`src/rtl/mult_div_unit.sv`:
```
// mult_div_unit: iterative 32-bit multiply / divide unit with HI/LO result registers.
//
// One iteration per cycle (shift-add multiply, restoring divide) on operand
// magnitudes, followed by a single sign-correction cycle that writes HI/LO.
// A request is accepted only in IDLE. done pulses for one cycle 33 cycles after
// the accepting edge, and a new start in that cycle is accepted.
//
// Ports:
//   clk       rising-edge clock
//   reset     synchronous active-high reset
//   start     request pulse, sampled only in IDLE
//   op        00 MULT, 01 MULTU, 10 DIV, 11 DIVU
//   a, b      multiplicand/dividend, multiplier/divisor
//   busy      high whenever the FSM is not in IDLE
//   done      one-cycle pulse, hi/lo valid while high
//   div_zero  pulse with done when a divide had b = 0
//   hi, lo    product upper/lower, or remainder/quotient
//
// state | meaning
// IDLE  | waiting for start; hi/lo hold last result
// RUN   | one multiply/divide iteration per cycle, counter 0..31
// FIX   | sign correction, hi/lo write, done/div_zero registered
module mult_div_unit #(
  parameter int WIDTH = 32
) (
  input  logic             clk,
  input  logic             reset,
  input  logic             start,
  input  logic [1:0]       op,
  input  logic [WIDTH-1:0] a,
  input  logic [WIDTH-1:0] b,
  output logic             busy,
  output logic             done,
  output logic             div_zero,
  output logic [WIDTH-1:0] hi,
  output logic [WIDTH-1:0] lo
);

  localparam int CW = $clog2(WIDTH);
  localparam logic [CW-1:0] CNT_LAST = CW'(WIDTH - 1);

  typedef enum logic [1:0] {
    S_IDLE = 2'd0,
    S_RUN  = 2'd1,
    S_FIX  = 2'd2
  } state_t;

  state_t r_state;
  state_t w_state_nxt;

  logic             r_is_div;
  logic             r_neg_a;
  logic             r_neg_b;
  logic             r_b_zero;
  logic [CW-1:0]    r_cnt;
  logic [WIDTH-1:0] r_acc_hi;
  logic [WIDTH-1:0] r_acc_lo;
  logic [WIDTH-1:0] r_opb;
  logic [WIDTH-1:0] r_hi;
  logic [WIDTH-1:0] r_lo;
  logic             r_done;
  logic             r_div_zero;

  logic             w_signed_op;
  logic [WIDTH-1:0] w_a_mag;
  logic [WIDTH-1:0] w_b_mag;
  logic [WIDTH:0]   w_mul_sum;
  logic [WIDTH:0]   w_div_shift;
  logic [WIDTH:0]   w_div_diff;
  logic [2*WIDTH-1:0] w_prod_neg;
  logic [WIDTH-1:0] w_fix_hi;
  logic [WIDTH-1:0] w_fix_lo;

  // op[0] = 0 selects the signed variants (MULT, DIV)
  assign w_signed_op = ~op[0];
  assign w_a_mag     = (w_signed_op && a[WIDTH-1]) ? -a : a;
  assign w_b_mag     = (w_signed_op && b[WIDTH-1]) ? -b : b;

  // Multiply: {acc_hi, acc_lo} shifts right; acc_lo starts as one operand and
  // its LSB decides whether the other operand is added into the upper half.
  assign w_mul_sum = {1'b0, r_acc_hi} + (r_acc_lo[0] ? {1'b0, r_opb} : '0);

  // Restoring divide: acc_hi is the partial remainder, acc_lo shifts the
  // dividend out and the quotient in. The remainder stays below the divisor,
  // so the 33-bit trial never overflows; a zero divisor never borrows, which
  // leaves the dividend magnitude in acc_hi.
  assign w_div_shift = {r_acc_hi, r_acc_lo[WIDTH-1]};
  assign w_div_diff  = w_div_shift - {1'b0, r_opb};

  assign w_prod_neg = -{r_acc_hi, r_acc_lo};

  always_comb begin
    w_fix_hi = r_acc_hi;
    w_fix_lo = r_acc_lo;
    if (r_is_div) begin
      w_fix_lo = (r_neg_a ^ r_neg_b) ? -r_acc_lo : r_acc_lo;
      w_fix_hi = r_neg_a ? -r_acc_hi : r_acc_hi;
      // remainder carries the sign of a, so hi reproduces a exactly here
      if (r_b_zero) w_fix_lo = '1;
    end else if (r_neg_a ^ r_neg_b) begin
      {w_fix_hi, w_fix_lo} = w_prod_neg;
    end
  end

  always_ff @(posedge clk) begin
    if (reset) r_state <= S_IDLE;
    else       r_state <= w_state_nxt;
  end

  always_comb begin
    w_state_nxt = r_state;
    case (r_state)
      S_IDLE:  if (start) w_state_nxt = S_RUN;
      S_RUN:   if (r_cnt == CNT_LAST) w_state_nxt = S_FIX;
      S_FIX:   w_state_nxt = S_IDLE;
      default: w_state_nxt = S_IDLE;
    endcase
  end

  always_ff @(posedge clk) begin
    if (reset) begin
      r_is_div   <= 1'b0;
      r_neg_a    <= 1'b0;
      r_neg_b    <= 1'b0;
      r_b_zero   <= 1'b0;
      r_cnt      <= '0;
      r_acc_hi   <= '0;
      r_acc_lo   <= '0;
      r_opb      <= '0;
      r_hi       <= '0;
      r_lo       <= '0;
      r_done     <= 1'b0;
      r_div_zero <= 1'b0;
    end else begin
      r_done     <= 1'b0;
      r_div_zero <= 1'b0;
      case (r_state)
        S_IDLE: begin
          if (start) begin
            r_is_div <= op[1];
            r_neg_a  <= w_signed_op & a[WIDTH-1];
            r_neg_b  <= w_signed_op & b[WIDTH-1];
            r_b_zero <= (b == '0);
            r_cnt    <= '0;
            r_acc_hi <= '0;
            r_acc_lo <= w_a_mag;
            r_opb    <= w_b_mag;
          end
        end
        S_RUN: begin
          r_cnt <= r_cnt + 1'b1;
          if (r_is_div) begin
            if (!w_div_diff[WIDTH]) begin
              r_acc_hi <= w_div_diff[WIDTH-1:0];
              r_acc_lo <= {r_acc_lo[WIDTH-2:0], 1'b1};
            end else begin
              r_acc_hi <= w_div_shift[WIDTH-1:0];
              r_acc_lo <= {r_acc_lo[WIDTH-2:0], 1'b0};
            end
          end else begin
            r_acc_hi <= w_mul_sum[WIDTH:1];
            r_acc_lo <= {w_mul_sum[0], r_acc_lo[WIDTH-1:1]};
          end
        end
        S_FIX: begin
          r_hi       <= w_fix_hi;
          r_lo       <= w_fix_lo;
          r_done     <= 1'b1;
          r_div_zero <= r_is_div & r_b_zero;
        end
        default: ;
      endcase
    end
  end

  assign busy     = (r_state != S_IDLE);
  assign done     = r_done;
  assign div_zero = r_div_zero;
  assign hi       = r_hi;
  assign lo       = r_lo;

endmodule
```
`config.mk`:
```
export PLATFORM = sky130hd
export DESIGN_NAME = mult_div_unit
export DESIGN_NICKNAME = d
export VERILOG_FILES = /design/src/rtl/mult_div_unit.sv
export SDC_FILE = /design/constraint.sdc
export NUM_CORES = 1
export LEC_CHECK = 0
export ABC_AREA = 1
export BUFFER_PORTS_ARGS = -buffer_cell sky130_fd_sc_hd__buf_2
export CORE_MARGIN = 3
export CORE_UTILIZATION = 50
export CTS_CLUSTER_DIAMETER = 120
export CTS_CLUSTER_SIZE = 28
export DETAILED_ROUTE_END_ITERATION = 16
export PLACE_DENSITY = 0.68
export SETUP_SLACK_MARGIN = 0.3
export SLEW_MARGIN = 30
export SYNTH_ARGS = -nofsm -noshare
export SYNTH_HDL_FRONTEND = slang
export SYNTH_SLANG_ARGS = --single-unit
```
`constraint.sdc`:
```
create_clock -name clk -period 3.75 [get_ports clk]
set_input_delay 0.375 -clock clk [delete_from_list [all_inputs] [get_ports clk]]
set_output_delay 0.375 -clock clk [all_outputs]
set_load 0.005 [all_outputs]
```
-- Yosys cells after proc, flatten, opt, wreduce, memory -nomap -nowiden
Index checks and enable logic that the tools add are counted.
- input bits: 69
- register bits: 173
- output and inout port bits: 67
- $add $sub $neg: 8
- eq/ne operators: 5
- reduce and logical (&&, ||, !) cells: 10
- bitwise logic cells: 6
- multiplexer cells: 24
- operators by type and width (kind ; count):
    $mux W32 ; 15
    $neg A32 Y32 ; 4
    $pmux W32 S2 ; 2
    $neg A64 Y64 ; 1
    $add A32 B32 Y33 ; 1
    $sub A33 B32 Y33 ; 1
    $logic_not A32 Y1 ; 1
    $pmux W5 S2 ; 1
    $reduce_and A2 Y1 ; 3
    $add A5 B1 Y5 const B ; 1
    $eq A5 B5 Y1 const B ; 1
    $mux W5 ; 1
    $mux W2 ; 2
    $ne A2 B2 Y1 const B ; 2
    $pmux W2 S2 ; 1
    $reduce_bool A2 Y1 ; 2
    $and A1 B1 Y1 ; 3
    $eq A2 B1 Y1 const B ; 1
    $eq A2 B2 Y1 const B ; 1
    $logic_and A1 B1 Y1 ; 2
    $logic_not A2 Y1 ; 1
    $mux W1 ; 2
    $not A1 Y1 ; 2
    $reduce_or A2 Y1 ; 1
    $xor A1 B1 Y1 ; 1

-- Logic depth before layout (Yosys ltp)
- depth after elaboration: 5
- mapped depth: 20
- depth with buffers taken out: 19

-- Worst setup path before layout
No wires, ideal clock.
- path kind: register to register
- start: register r_acc_lo[0]
- end: register r_acc_hi[29]
- buffers on the path: 2
- required time: 3615 ps
- path slack: 1259 ps
- arrival time: 2356 ps
- stages on the path, launching flop included: 20
- path through: dfxtp_1 -> buf_6 -> clkbuf_1 -> nand2_1 -> inv_1 -> ha_1 -> inv_1 -> fa_1 -> o21ai_1 -> nand2_1 -> nand2_1 -> nand2_1 -> nand2_1 -> nand2_1 -> nand3_1 -> nand3_1 -> nand2_1 -> inv_1 -> nand2_1 -> a21oi_2
- word-level cells in the longest chain between the ends: 4
- RTL lines (element ; line ; text):
    from (decl) ; 57 ; logic [WIDTH-1:0] r_acc_lo;
    from (signal assigned) ; 146 ; r_acc_lo <= w_a_mag;
    from (signal assigned) ; 155 ; r_acc_lo <= {r_acc_lo[WIDTH-2:0], 1'b1};
    from (signal assigned) ; 158 ; r_acc_lo <= {r_acc_lo[WIDTH-2:0], 1'b0};
    $mux W32 ; 81 ; assign w_mul_sum = {1'b0, r_acc_hi} + (r_acc_lo[0] ? {1'b0, r_opb} : '0);
    $add A32 B32 Y33 ; 81 ;
    $mux W32 ; 152 ; if (r_is_div) begin
    $pmux W32 S2 ; 137 ; case (r_state)
    to (signal assigned) ; 154 ; r_acc_hi <= w_div_diff[WIDTH-1:0];
    to (signal assigned) ; 157 ; r_acc_hi <= w_div_shift[WIDTH-1:0];
    to (signal assigned) ; 161 ; r_acc_hi <= w_mul_sum[WIDTH:1];
    to (decl) ; 56 ; logic [WIDTH-1:0] r_acc_hi;
No other way between the ends.
A chain may end at the register's enable or synchronous reset.

-- Final worst setup path
- start: register r_acc_lo[31]
- end: register r_acc_hi[31]
- word-level cells in the longest chain between the ends: 4
- RTL lines (element ; line ; text):
    $sub A33 B32 Y33 ; 88 ; assign w_div_diff = w_div_shift - {1'b0, r_opb};
    $mux W32 ; 153 ; if (!w_div_diff[WIDTH]) begin
    $mux W32 ; 152 ;
    $pmux W32 S2 ; 137 ;
No other way between the ends.

==> impl_metrics.yaml <==
yosys:
  yosysUniqueCellTypes: 52
  synth_cells: 2967
  synth_area_leaders: "dfxtp_1 21%, nand2_1 18%, inv_1 9.9%"
  synth-edff-count: 0
  synth.top_cells.by_count: "818 x nand2_1, 443 x inv_1, 290 x nor2_1"
  synthArstFlopShare_pct: 0
  yosysMostFrequentCell: "nand2_1"
  ys_warn_count: 0
  synth_area_sq_um: 16800
  synth_area_leader_cell: "dfxtp_1"
  synth_nets: 3108
  syn_avg_cell_area_sq_um: 5.67
  synth_top_area_share_pct: 20.6
  yosysSeqAreaShare_pct: 20.6
  ys.flop_type: "dfxtp_1"
  ys_seq_elements: 173
sta:
  clock.fmax_mhz: 343
  worstMarginPinSlew_ns: 0.823
  slew-limit-headroom_pct: 45.1
  fin_ws_ns: 0.839
  report.final.slew_viol_count: 0
  fin_crit_ns: 2.91
  period_share_pct: 77.6
  whs_ns: 0.240
  setup_viol: 0
  rsz0062_at_grt: "no"
  finalHoldViolations: 0
  skew_ns: 0.0184
  finalSetupTns_ns: 0
drt:
  vias: 19700
  avgRoutedWirePerCell_microns: 18.2
  drt-total-wl_mm: 63.7
  dr.first_iter.drc_count: 2167
  dr.pass1.iters: 6
  vias_per_cell: 5.62
  drc_errors: 0
  ant_nets: 0
placement:
  place_inst: 3477
  dp_slack_ns: 0.915
  port_buffers: 135
  placed_cell_area_sq_um: 17900
  gp_congestion: 1.05
  place_hpwl_mm: 51.0
cts:
  cts_buffer_depth: 2
  clock_latency_ns: 0.46
  cts_buffers: 17
  post_cts_resized: 0
  cts_root_buf: "clkbuf_16"
  ctsHoldBuffers: 0
  clkTransAtPathRegs_ns: 0.09
  cts_setup_buffers: 0
  cts_tree: "done"
  h-tree-depth: 4
  clkSinkCount: 173
die:
  die_width_microns: 189
  start_util_pct: 51.2
  die_h_microns: 189
  ioPinCount: 136
  core_area_sq_um: 32900
  rows: 66
  die_area_sq_um: 35900
layout:
  area_delta_synth_final_pct: 10.0
  layout-drive-gt1-share_pct: 9.59
  instances_no_fill: 3510
  fin_util_pct: 56.4
  design_area_sq_um: 18500
  nets: 3195
pwr:
  total_power_mw: 6.56
  p_leak_nw: 9.70
  vdd_drop_max_uv: 350
  power.density_nw_per_um2: 354
worst_setup_path:
  crit_buf_inv: 2
  path_cells: "inv_1 -> ha_1 -> fa_1 -> inv_1 -> nand2_1 -> nand2_1 -> nand3_1 -> nand2_2 -> nand2_2 -> nand2_2 -> nand2_4 -> nand2_4 -> nand2_4 -> nand2_4 -> nand3_2 -> nand3_1 -> nand2_1 -> a21oi_2"
  crit_path_end_kind: "flip-flop"
  start_kind: "flip-flop"
  critPathTopFamily: "simple AND/OR/NAND/NOR gates"
  critical-path-slowest-cell: "fa_1"
  cpMostUsedCell: "nand2_4"
  cp.arrival_ns: 3.31
  cp.required_ns: 4.15
  critical_path.max_stage_delay_ns: 0.43
  cp_max_fo: 20
  crit_type: "flip-flop to flip-flop"
grt:
  grt_first_pass_wirelength_mm: 98.8
  grt-ovfl-total: 0
  grt_pass1_vias: 17800
  grt_max_degree: 57
  grt_usage_pct: 34.8
  antenna_found_initial: 2
outcome:
  status: "completed"
worst_hold_path:
  min_path_type: "primary input to flip-flop"
job:
  cap_violations: 0
## worst paths after layout
kind,startpoint,endpoint,slack (ns),depth (start not counted)
hold / removal,a[12],r_acc_lo[12],0.24,4
hold reg to reg,r_cnt[3],r_cnt[3],0.47,2
setup reg to reg,r_acc_lo[31],r_acc_hi[31],0.84,18
setup / recovery,r_acc_lo[31],r_acc_hi[31],0.84,18
## layout by cell type (no fill, tap or decap), types with 41 or more instances in the layout
| master | netlist | routed |
|---|---|---|
| ha_1 | 70 | 70 |
| buf_2 | 17 | 135 |
| xor2_1 | 59 | 59 |
| buf_4 | 7 | 41 |
| o21ai_0 | 225 | 225 |
| a21oi_1 | 239 | 239 |
| inv_1 | 443 | 442 |
| nor2_1 | 290 | 289 |
| nand2_1 | 818 | 818 |
| dfxtp_1 | 173 | 172 |
| nand3_1 | 254 | 254 |
## sequential cells by signal, summed over array words and instances (netlist names)
signal,flops
r_cnt,5
r_state,2
r_is_div,1
r_neg_b,1
done,1
lo,32
r_b_zero,1
r_acc_lo,32
div_zero,1
r_acc_hi,32
r_neg_a,1
hi,32
r_opb,32
## tightest hold or removal path: cells and delay by family
family / cells / cell delay (ns)
compound gates: 1 / 0.06
buf+inv: 1 / 0.11
simple gates: 2 / 0.11
## cell families (layout without fill, tap and decap cells)
group / after synthesis / in the layout / synth area share (%)
and+or+nand+nor: 1525 / 1525 / 39.0
AOI/OAI and AO/OA: 565 / 565 / 18.3
buffers and inverters: 562 / 662 / 13.0
DFF: 173 / 173 / 20.6
adders and majority gates: 72 / 72 / 5.44
xor gates and xnor gates: 70 / 70 / 3.64
other: 0 / 1 / 0
## layer usage
metal	part of all wire, %	global-route usage (%)
met1	46	51.4
met2	40	49.8
met3	11	7.44
met4	3.1	11.4
met5	0	0
## layout make-up
| type | count | area [sq um] |
|---|---|---|
| clock buffers | 17 | 425 |
| well taps | 442 | 553 |
| repair buffers | 177 | 1000 |
| clock inverters | 15 | 186 |
| diodes | 1 | 2.50 |
| flip-flops and latches | 173 | 3460 |
| multi-input cells | 2232 | 11200 |
| fillers | 3504 | 14300 |
| inverters | 453 | 1700 |
## where the power goes
part | leakage [nW] | internal (mW) | switching, mW
Sequential | 1.41 | 1.93 | 0.141
Clock | 0.298 | 0.914 | 0.977
Combinational | 7.99 | 0.783 | 1.82
Note: power is estimated with default switching activity, not from simulation.
